--- src/rtl/wb_stage_if.sv ---
// Writeback stage bus bundle: memory-stage handoff, register file write port
// and difftest commit record. The stage uses the slave side; whoever drives
// the memory-stage fields and consumes the outputs uses the master side.
interface wb_stage_if #(
  parameter int XLEN  = 64,
  parameter int RAW   = 5,
  parameter int CNT_W = 64
);
  // memory stage -> writeback
  logic            mem_valid_i;
  logic            mem_ready_o;
  logic [63:0]     mem_pc_i;
  logic [31:0]     mem_inst_i;
  logic            mem_rd_we_i;
  logic [RAW-1:0]  mem_rd_addr_i;
  logic [XLEN-1:0] mem_alu_res_i;
  logic            mem_is_load_i;
  logic [2:0]      mem_funct3_i;
  logic [XLEN-1:0] mem_rdata_i;
  // register file write port
  logic            we_o;
  logic [RAW-1:0]  waddr_o;
  logic [XLEN-1:0] wdata_o;
  // difftest commit record
  logic             diff_ready_i;
  logic             commit_valid_o;
  logic [63:0]      commit_pc_o;
  logic [31:0]      commit_inst_o;
  logic [CNT_W-1:0] commit_cnt_o;
  logic             halt_o;

  modport slave (
    input  mem_valid_i, mem_pc_i, mem_inst_i, mem_rd_we_i, mem_rd_addr_i,
           mem_alu_res_i, mem_is_load_i, mem_funct3_i, mem_rdata_i, diff_ready_i,
    output mem_ready_o, we_o, waddr_o, wdata_o, commit_valid_o, commit_pc_o,
           commit_inst_o, commit_cnt_o, halt_o
  );

  modport master (
    output mem_valid_i, mem_pc_i, mem_inst_i, mem_rd_we_i, mem_rd_addr_i,
           mem_alu_res_i, mem_is_load_i, mem_funct3_i, mem_rdata_i, diff_ready_i,
    input  mem_ready_o, we_o, waddr_o, wdata_o, commit_valid_o, commit_pc_o,
           commit_inst_o, commit_cnt_o, halt_o
  );
endinterface

--- src/rtl/wb_stage.sv ---
// Writeback stage: single-entry MEM/WB buffer, load data extraction,
// register file write, difftest commit record and sticky ebreak halt.
module wb_stage #(
  parameter int XLEN  = 64,
  parameter int RAW   = 5,
  parameter int CNT_W = 64
) (
  input logic      clk,
  input logic      rst,
  wb_stage_if.slave wb
);
  localparam logic [31:0] EBREAK = 32'h0010_0073;

  typedef enum logic [1:0] {S_EMPTY, S_FULL, S_HALTED} state_t;

  state_t           state_q, state_d;
  logic [63:0]      pc_q, pc_d;
  logic [31:0]      inst_q, inst_d;
  logic             rd_we_q, rd_we_d;
  logic [RAW-1:0]   rd_q, rd_d;
  logic [XLEN-1:0]  alu_q, alu_d;
  logic             is_load_q, is_load_d;
  logic [2:0]       f3_q, f3_d;
  logic [XLEN-1:0]  rdata_q, rdata_d;
  logic [CNT_W-1:0] cnt_q, cnt_d;

  logic            valid, ready, acc, ret, held_ebreak;
  logic [XLEN-1:0] sh, ld_data;

  // Handshake decode; a held ebreak blocks intake so nothing is accepted
  // behind it and then silently lost when the stage halts.
  always_comb begin
    valid       = (state_q == S_FULL);
    held_ebreak = valid & (inst_q == EBREAK);
    ready       = (state_q != S_HALTED) & (!valid | wb.diff_ready_i) & !held_ebreak;
    acc         = wb.mem_valid_i & ready;
    ret         = valid & wb.diff_ready_i;
  end

  // Next-state: retire empties (or halts on ebreak), accept overwrites the slot.
  always_comb begin
    state_d   = state_q;
    pc_d      = pc_q;
    inst_d    = inst_q;
    rd_we_d   = rd_we_q;
    rd_d      = rd_q;
    alu_d     = alu_q;
    is_load_d = is_load_q;
    f3_d      = f3_q;
    rdata_d   = rdata_q;
    cnt_d     = cnt_q;
    if (ret) begin
      cnt_d   = cnt_q + 1'b1;
      state_d = held_ebreak ? S_HALTED : S_EMPTY;
    end
    if (acc) begin
      state_d   = S_FULL;
      pc_d      = wb.mem_pc_i;
      inst_d    = wb.mem_inst_i;
      rd_we_d   = wb.mem_rd_we_i;
      rd_d      = wb.mem_rd_addr_i;
      alu_d     = wb.mem_alu_res_i;
      is_load_d = wb.mem_is_load_i;
      f3_d      = wb.mem_funct3_i;
      rdata_d   = wb.mem_rdata_i;
    end
  end

  // State machine and captured entry; HALTED is left only through reset.
  always_ff @(posedge clk or posedge rst) begin
    if (rst) begin
      state_q   <= S_EMPTY;
      pc_q      <= '0;
      inst_q    <= '0;
      rd_we_q   <= 1'b0;
      rd_q      <= '0;
      alu_q     <= '0;
      is_load_q <= 1'b0;
      f3_q      <= '0;
      rdata_q   <= '0;
      cnt_q     <= '0;
    end else begin
      state_q   <= state_d;
      pc_q      <= pc_d;
      inst_q    <= inst_d;
      rd_we_q   <= rd_we_d;
      rd_q      <= rd_d;
      alu_q     <= alu_d;
      is_load_q <= is_load_d;
      f3_q      <= f3_d;
      rdata_q   <= rdata_d;
      cnt_q     <= cnt_d;
    end
  end

  // Load extraction from the raw aligned doubleword; the byte offset is
  // taken as-is, so misaligned accesses just see the shifted-in zeros.
  always_comb begin
    sh = rdata_q >> {alu_q[2:0], 3'b000};
    case (f3_q)
      3'b000:  ld_data = {{(XLEN-8){sh[7]}},   sh[7:0]};
      3'b001:  ld_data = {{(XLEN-16){sh[15]}}, sh[15:0]};
      3'b010:  ld_data = {{(XLEN-32){sh[31]}}, sh[31:0]};
      3'b011:  ld_data = sh;
      3'b100:  ld_data = {{(XLEN-8){1'b0}},    sh[7:0]};
      3'b101:  ld_data = {{(XLEN-16){1'b0}},   sh[15:0]};
      3'b110:  ld_data = {{(XLEN-32){1'b0}},   sh[31:0]};
      default: ld_data = '0;
    endcase
  end

  assign wb.mem_ready_o    = ready;
  assign wb.we_o           = ret & rd_we_q & (rd_q != '0);
  assign wb.waddr_o        = rd_q;
  assign wb.wdata_o        = is_load_q ? ld_data : alu_q;
  assign wb.commit_valid_o = valid;
  assign wb.commit_pc_o    = pc_q;
  assign wb.commit_inst_o  = inst_q;
  assign wb.commit_cnt_o   = cnt_q;
  assign wb.halt_o         = (state_q == S_HALTED);
endmodule

--- src/flat_wrapper.sv ---
// flat-port wrapper written by rule: the top's interface ports become plain ports
module wb_stage_flat 
#(
  parameter int XLEN  = 64,
  parameter int RAW   = 5,
  parameter int CNT_W = 64
)
  (clk, rst, wb_mem_valid_i, wb_mem_pc_i, wb_mem_inst_i, wb_mem_rd_we_i, wb_mem_rd_addr_i, wb_mem_alu_res_i, wb_mem_is_load_i, wb_mem_funct3_i, wb_mem_rdata_i, wb_diff_ready_i, wb_mem_ready_o, wb_we_o, wb_waddr_o, wb_wdata_o, wb_commit_valid_o, wb_commit_pc_o, wb_commit_inst_o, wb_commit_cnt_o, wb_halt_o);
  wb_stage_if #(.XLEN(XLEN), .RAW(RAW), .CNT_W(CNT_W)) wb_i ();
  input logic clk;
  input logic rst;
  input wire logic [$bits(wb_i.mem_valid_i)-1:0] wb_mem_valid_i;
  input wire logic [$bits(wb_i.mem_pc_i)-1:0] wb_mem_pc_i;
  input wire logic [$bits(wb_i.mem_inst_i)-1:0] wb_mem_inst_i;
  input wire logic [$bits(wb_i.mem_rd_we_i)-1:0] wb_mem_rd_we_i;
  input wire logic [$bits(wb_i.mem_rd_addr_i)-1:0] wb_mem_rd_addr_i;
  input wire logic [$bits(wb_i.mem_alu_res_i)-1:0] wb_mem_alu_res_i;
  input wire logic [$bits(wb_i.mem_is_load_i)-1:0] wb_mem_is_load_i;
  input wire logic [$bits(wb_i.mem_funct3_i)-1:0] wb_mem_funct3_i;
  input wire logic [$bits(wb_i.mem_rdata_i)-1:0] wb_mem_rdata_i;
  input wire logic [$bits(wb_i.diff_ready_i)-1:0] wb_diff_ready_i;
  output wire logic [$bits(wb_i.mem_ready_o)-1:0] wb_mem_ready_o;
  output wire logic [$bits(wb_i.we_o)-1:0] wb_we_o;
  output wire logic [$bits(wb_i.waddr_o)-1:0] wb_waddr_o;
  output wire logic [$bits(wb_i.wdata_o)-1:0] wb_wdata_o;
  output wire logic [$bits(wb_i.commit_valid_o)-1:0] wb_commit_valid_o;
  output wire logic [$bits(wb_i.commit_pc_o)-1:0] wb_commit_pc_o;
  output wire logic [$bits(wb_i.commit_inst_o)-1:0] wb_commit_inst_o;
  output wire logic [$bits(wb_i.commit_cnt_o)-1:0] wb_commit_cnt_o;
  output wire logic [$bits(wb_i.halt_o)-1:0] wb_halt_o;
  assign wb_i.mem_valid_i = wb_mem_valid_i;
  assign wb_i.mem_pc_i = wb_mem_pc_i;
  assign wb_i.mem_inst_i = wb_mem_inst_i;
  assign wb_i.mem_rd_we_i = wb_mem_rd_we_i;
  assign wb_i.mem_rd_addr_i = wb_mem_rd_addr_i;
  assign wb_i.mem_alu_res_i = wb_mem_alu_res_i;
  assign wb_i.mem_is_load_i = wb_mem_is_load_i;
  assign wb_i.mem_funct3_i = wb_mem_funct3_i;
  assign wb_i.mem_rdata_i = wb_mem_rdata_i;
  assign wb_i.diff_ready_i = wb_diff_ready_i;
  assign wb_mem_ready_o = wb_i.mem_ready_o;
  assign wb_we_o = wb_i.we_o;
  assign wb_waddr_o = wb_i.waddr_o;
  assign wb_wdata_o = wb_i.wdata_o;
  assign wb_commit_valid_o = wb_i.commit_valid_o;
  assign wb_commit_pc_o = wb_i.commit_pc_o;
  assign wb_commit_inst_o = wb_i.commit_inst_o;
  assign wb_commit_cnt_o = wb_i.commit_cnt_o;
  assign wb_halt_o = wb_i.halt_o;
  wb_stage #(.XLEN(XLEN), .RAW(RAW), .CNT_W(CNT_W)) u_core (.clk(clk), .rst(rst), .wb(wb_i));
endmodule
--- config.mk ---
export PLATFORM = sky130hd
export DESIGN_NAME = wb_stage_flat
export DESIGN_NICKNAME = d
export VERILOG_FILES = /design/src/rtl/wb_stage_if.sv /design/src/rtl/wb_stage.sv /design/src/flat_wrapper.sv
export SDC_FILE = /design/constraint.sdc
export NUM_CORES = 1
export LEC_CHECK = 0
export BUFFER_PORTS_ARGS = -buffer_cell sky130_fd_sc_hd__buf_2
export CORE_AREA = 2 2 182 184
export DETAILED_ROUTE_END_ITERATION = 16
export DIE_AREA = 0 0 184 186
export PLACE_DENSITY = 0.87
export SETUP_SLACK_MARGIN = 0.5
export SYNTH_ARGS = -nofsm -noshare
export SYNTH_HDL_FRONTEND = slang
export SYNTH_SLANG_ARGS = --single-unit
--- constraint.sdc ---
create_clock -name clk -period 10.4 [get_ports clk]
set_input_delay 2.08 -clock clk [delete_from_list [all_inputs] [get_ports clk]]
set_output_delay 2.08 -clock clk [all_outputs]
set_load 0.01 [all_outputs]
* After elaboration in Yosys (flattened, before gate mapping) *
Cells that the tools add are included.
Widths: inputs -> output; s select.

storage, ports and cells
  register bits after elaboration = 300
  input port bits = 238
  output and inout port bits = 233
  word-level logic and storage cells = 40

operators by class
  add/sub/neg operators = 1
  eq/ne operators = 10
  shift-type cells = 1
  multiplexer cells = 5
  bitwise logic cells = 8
  reduce and logical (&&, ||, !) cells = 5

operator list
  kind                   number
  $pmux 64 s7            1
  $add 64x1->64 const B  1
  $mux 64                1
  $shr 64x6->64          1
  $eq 32x21->1 const B   1
  $eq 3x3->1 const B     3
  $and 1x1->1            7
  $eq 3x2->1 const B     2
  $mux 2                 3
  $reduce_bool 5->1      1
  $eq 3x1->1 const B     1
  $logic_not 3->1        1
  $eq 2x1->1 const B     1
  $eq 2x2->1 const B     1
  $logic_not 1->1        2
  $ne 2x2->1 const B     1
  $reduce_bool 2->1      1
  $or 1x1->1             1

* Longest topological paths before layout *
  depth in word-level cells = 7
  depth in mapped cells = 8
  mapped depth without buffers = 6

* Least setup slack after synthesis *
OpenSTA, ideal clock, no wires.

  path kind = input port to output port
  from = in wb_diff_ready_i
  to = out wb_we_o
  data arrival time = 2.532 ns
  required time = 8.320 ns
  setup slack = 5.788 ns
  stages on the path = 3
  buffers on the path = 0
  path through = inv_1 > nor2_1 > o311a_1

on the way
  word-level cells in the longest chain between the ends = 3

ends and longest elaborated chain
  item                       line                source
  start: declaration         flat_wrapper.sv:21  input wire logic [$bits(wb_i.diff_ready_i)-1:0] wb_diff_ready_i;
  $and 1x1->1                wb_stage.sv:37      ret = valid & wb.diff_ready_i;
  $and 1x1->1 (2 in series)  wb_stage.sv:113     assign wb.we_o = ret & rd_we_q & (rd_q != '0);
  end: declaration           flat_wrapper.sv:23  output wire logic [$bits(wb_i.we_o)-1:0] wb_we_o;

Every way passes these cells.

* Worst setup path after layout *
  from = reg u_core.alu_q[0]
  to = out wb_wdata_o[63]

on the way
  word-level cells in the longest chain between the ends = 3

ends and longest elaborated chain
  item                      line                source
  start: declaration        wb_stage.sv:21      logic [XLEN-1:0] alu_q, alu_d;
  start signal: assignment  wb_stage.sv:88      alu_q <= alu_d;
  $shr 64x6->64             wb_stage.sv:99      sh = rdata_q >> {alu_q[2:0], 3'b000};
  $pmux 64 s7               wb_stage.sv:100     case (f3_q)
  $mux 64                   wb_stage.sv:115     assign wb.wdata_o = is_load_q ? ld_data : alu_q;
  end: declaration          flat_wrapper.sv:25  output wire logic [$bits(wb_i.wdata_o)-1:0] wb_wdata_o;

Every way passes these cells.

==> run_results.csv <==
group,metric,value,unit
setup_path,crit_path_start_kind,"flop",
yosys,synth.area.top_cells,"dfrtp_1 (51%), mux2_2 (11%), mux2_1 (8.0%), mux2i_1 (3.2%), nand2_1 (2.3%)",
clock_tree,insertion_delay,0.52,ns
clock_tree,cts_buffers,34,
cells_and_area,nNetsFinal,1873,
yosys,ys.flop_type,"dfrtp_1",
sta,maxSlewViolCount,0,
sta,rsz0062_at_grt,"false",
sta,whs,0.461,ns
clock_tree,cts_tree,"done",
cells_and_area,drive_gt1_share,43.4,%
drt,firstDrtPassIters,5,
floorplanning,die_area,34200,sq um
yosys,yosysTopAreaCell,"dfrtp_1",
clock_tree,clockBufferDepth,3,
worst_hold_path,hp-start,"u_core.wb.commit_cnt_o[63]",
global_route,grt_pass1_vias,12200,
setup_path,crit-reg2reg-capture,"u_core.alu_q[29]",
clock_tree,h-tree-depth,2,
drt,drtAntennaViolNets,0,
floorplanning,io-pin-count,471,
sta,max_slew_margin,26.8,%
sta,worst-slew-pin-transition,1.10,ns
cells_and_area,multi_input_area,6560,sq um
yosys,synth_edf_count,0,
yosys,ys_ff_latch,300,
drt,drcViolationCount,0,
setup_path,criticalPathCategory,"reg -> out",
drt,wl_per_cell,22.2,um
drt,viasPerCell,5.72,
yosys,postSynthCellCount,1189,
power_and_ir_drop,ir_worst_vdd,129,uV
sta,finalSetupViolations,0,
floorplanning,coreArea,32200,sq um
sta,worst_slack,4.79,ns
sta,post-route-min-period,5.61,ns
drt,num_vias,11900,
power_and_ir_drop,powerDensity,192,nW/um^2
sta,fmax,178,MHz
cells_and_area,area.growth.synth_to_final,25.5,%
placement,place_congestion,0.910,
run_status,status,"finished clean",
setup_path,required,8.32,ns
global_route,grt_use_total,26.3,%
floorplanning,initial_core_util,45.4,%
placement,place_hpwl,34400,um
worst_hold_path,min_delay_worst_endpoint,"u_core.wb.commit_cnt_o[63]",
power_and_ir_drop,leakagePower,8.76,nW
setup_path,worstPathMaxFanout,67,
yosys,synth_cell_types,50,
setup_path,rrSetupSlack,5.93,ns
worst_hold_path,hold_path_depth,1,
global_route,grt_pass1_wl,68800,um
sta,finalCritPeriodShare,53.9,%
yosys,synth_area,14600,sq um
run,drv_cap,0,
clock_tree,cts_resized,0,
placement,numPortBuffers,470,
setup_path,reg2regPathDepth,7,
floorplanning,die_w,184,um
sta,fin_setup_tns,0,ns
clock_tree,numClockSinks,300,
sta,fin_worst_skew,0.0243,ns
floorplanning,row_count,66,
global_route,gr-total-overflow,0,
yosys,async_flop_share,100,%
sta,final-hold-violation-count,0,
drt,wirelength,46200,um
yosys,synth_common_cells,"dfrtp_1 (300), mux2_2 (148), mux2_1 (104)",
global_route,antenna_found_initial,18,
yosys,yosys_warnings,0,
yosys,syn_nets,1428,
placement,place_ws,5.33,ns
floorplanning,chipHeight,186,um
yosys,yosysTopAreaCellShare,51.4,%
clock_tree,post_cts_buffers,0,
setup_path,worst_setup_path_end_kind,"primary output",
clock_tree,cts-hold-fix-buffers,0,
clock_tree,clk_pin_slew,0.06,ns
cells_and_area,regArea,7510,sq um
clock_tree,cts-root-buf,"clkbuf_16",
cells_and_area,fillers,2650,
setup_path,cp.arrival,3.53,ns
worst_hold_path,worstHoldPathType,"reg -> reg",
setup_path,r2r_start,"u_core.wb.commit_inst_o[31]",
yosys,synth.avg_cell_area,12.3,sq um
drt,drtIter0Drc,848,
yosys,yosysSeqAreaShare,51.4,%
yosys,synth.most_common_cell,"dfrtp_1",
global_route,grt_max_degree,138,
[metrics by stage]
step | std cells | cell area [sq um] | util, % | total power (W)
after global routing | 2076 | 18300 | 56.9 | 0.00368
after CTS | 2066 | 18300 | 56.8 | 0.00354
after global placement | 2006 | 17100 | 53.2 | 0.00228
after detailed placement | 2006 | 17100 | 53.2 | 0.00231
final | 2078 | 18300 | 56.9 | 0.00352
after floorplan | 1189 | 14600 | - | 0.00196
[sequential cells by signal, summed over array words and instances (netlist names), 2 cells and up]
signal	flops
u_core.rdata_q	64
u_core.wb.waddr_o	5
u_core.f3_q	3
u_core.alu_q	64
u_core.state_q	2
u_core.wb.commit_cnt_o	64
u_core.wb.commit_pc_o	64
u_core.wb.commit_inst_o	32
[cells by family after synthesis]
family                   synth area share [%]
XOR/XNOR                                 3.78
multiplexers                             24.9
flip-flops                               51.4
AND/OR/NAND/NOR                          9.95
buffers and inverters                    3.77
adder cells (fa/ha/maj)                0.0856
AO/OA/AOI/OAI                            6.13
[layout make-up]
| class | count | share of cell area [%] |
|---|---|---|
| Clock buffer | 51 | 5.76 |
| Sequential cell | 300 | 41.0 |
| Tap cell | 408 | 2.78 |
| Multi-Input combinational cell | 788 | 35.8 |
| Timing Repair Buffer | 482 | 13.4 |
| Clock inverter | 9 | 0.532 |
| Antenna cell | 12 | 0.164 |
| Inverter | 28 | 0.594 |
[worst max-delay path, stage by stage (launching register included)]
cell	delay, ns
dfrtp_2	0.35
buf_4	0.65
nor2_1	0.33
nand2b_1	0.19
a31oi_1	0.14
o311ai_2	0.77
buf_4	0.34
nand2_1	0.08
buf_2	0.14
[cells in the final DEF (no fill, tap or decap), types with 23 or more instances in the layout]
cell type  Yosys  layout
nor2_1        26      26
nand2_1       91      91
inv_1         28      27
xnor2_1       36      36
a21oi_1       33      33
mux2i_1       46      46
clkbuf_16      0      35
xor2_1        27      27
mux2_2       148     148
buf_2         17     470
dfrtp_1      300     297
o221ai_1      23      23
o21ai_0       28      28
nand3_1       26      26
mux2_1       104     104
[how the worst max path moves through the flow]
stage | end | depth (start not counted) | startpoint
final | wb_wdata_o[63] | 8 | u_core.alu_q[0]
after global routing | wb_wdata_o[62] | 8 | u_core.alu_q[0]
after CTS | wb_wdata_o[63] | 8 | u_core.alu_q[0]
after detailed placement | wb_we_o | 5 | wb_diff_ready_i
after global placement | wb_we_o | 5 | wb_diff_ready_i
after floorplan | u_core.alu_q[0] | 1 | rst
[routing by layer]
metal | wire, um | global-route usage [%] | up-vias | share of wire [%]
li1 | - | - | 5201 | -
met1 | 16600 | 30.4 | 5936 | 36
met2 | 23200 | 45.1 | 600 | 50
met3 | 3880 | 5.93 | 142 | 8.4
met4 | 2450 | 15.0 | 2 | 5.3
met5 | 13 | 0 | - | 0.028
[power by group]
group	leakage, nW	switching (W)	internal (W)	total, W
combinational	4.56	0.000469	0.000385	0.000853
clock	0.566	0.000492	0.000729	0.00122
sequential	3.63	0.000136	0.00131	0.00145
Note: power is estimated with default switching activity, not from simulation.
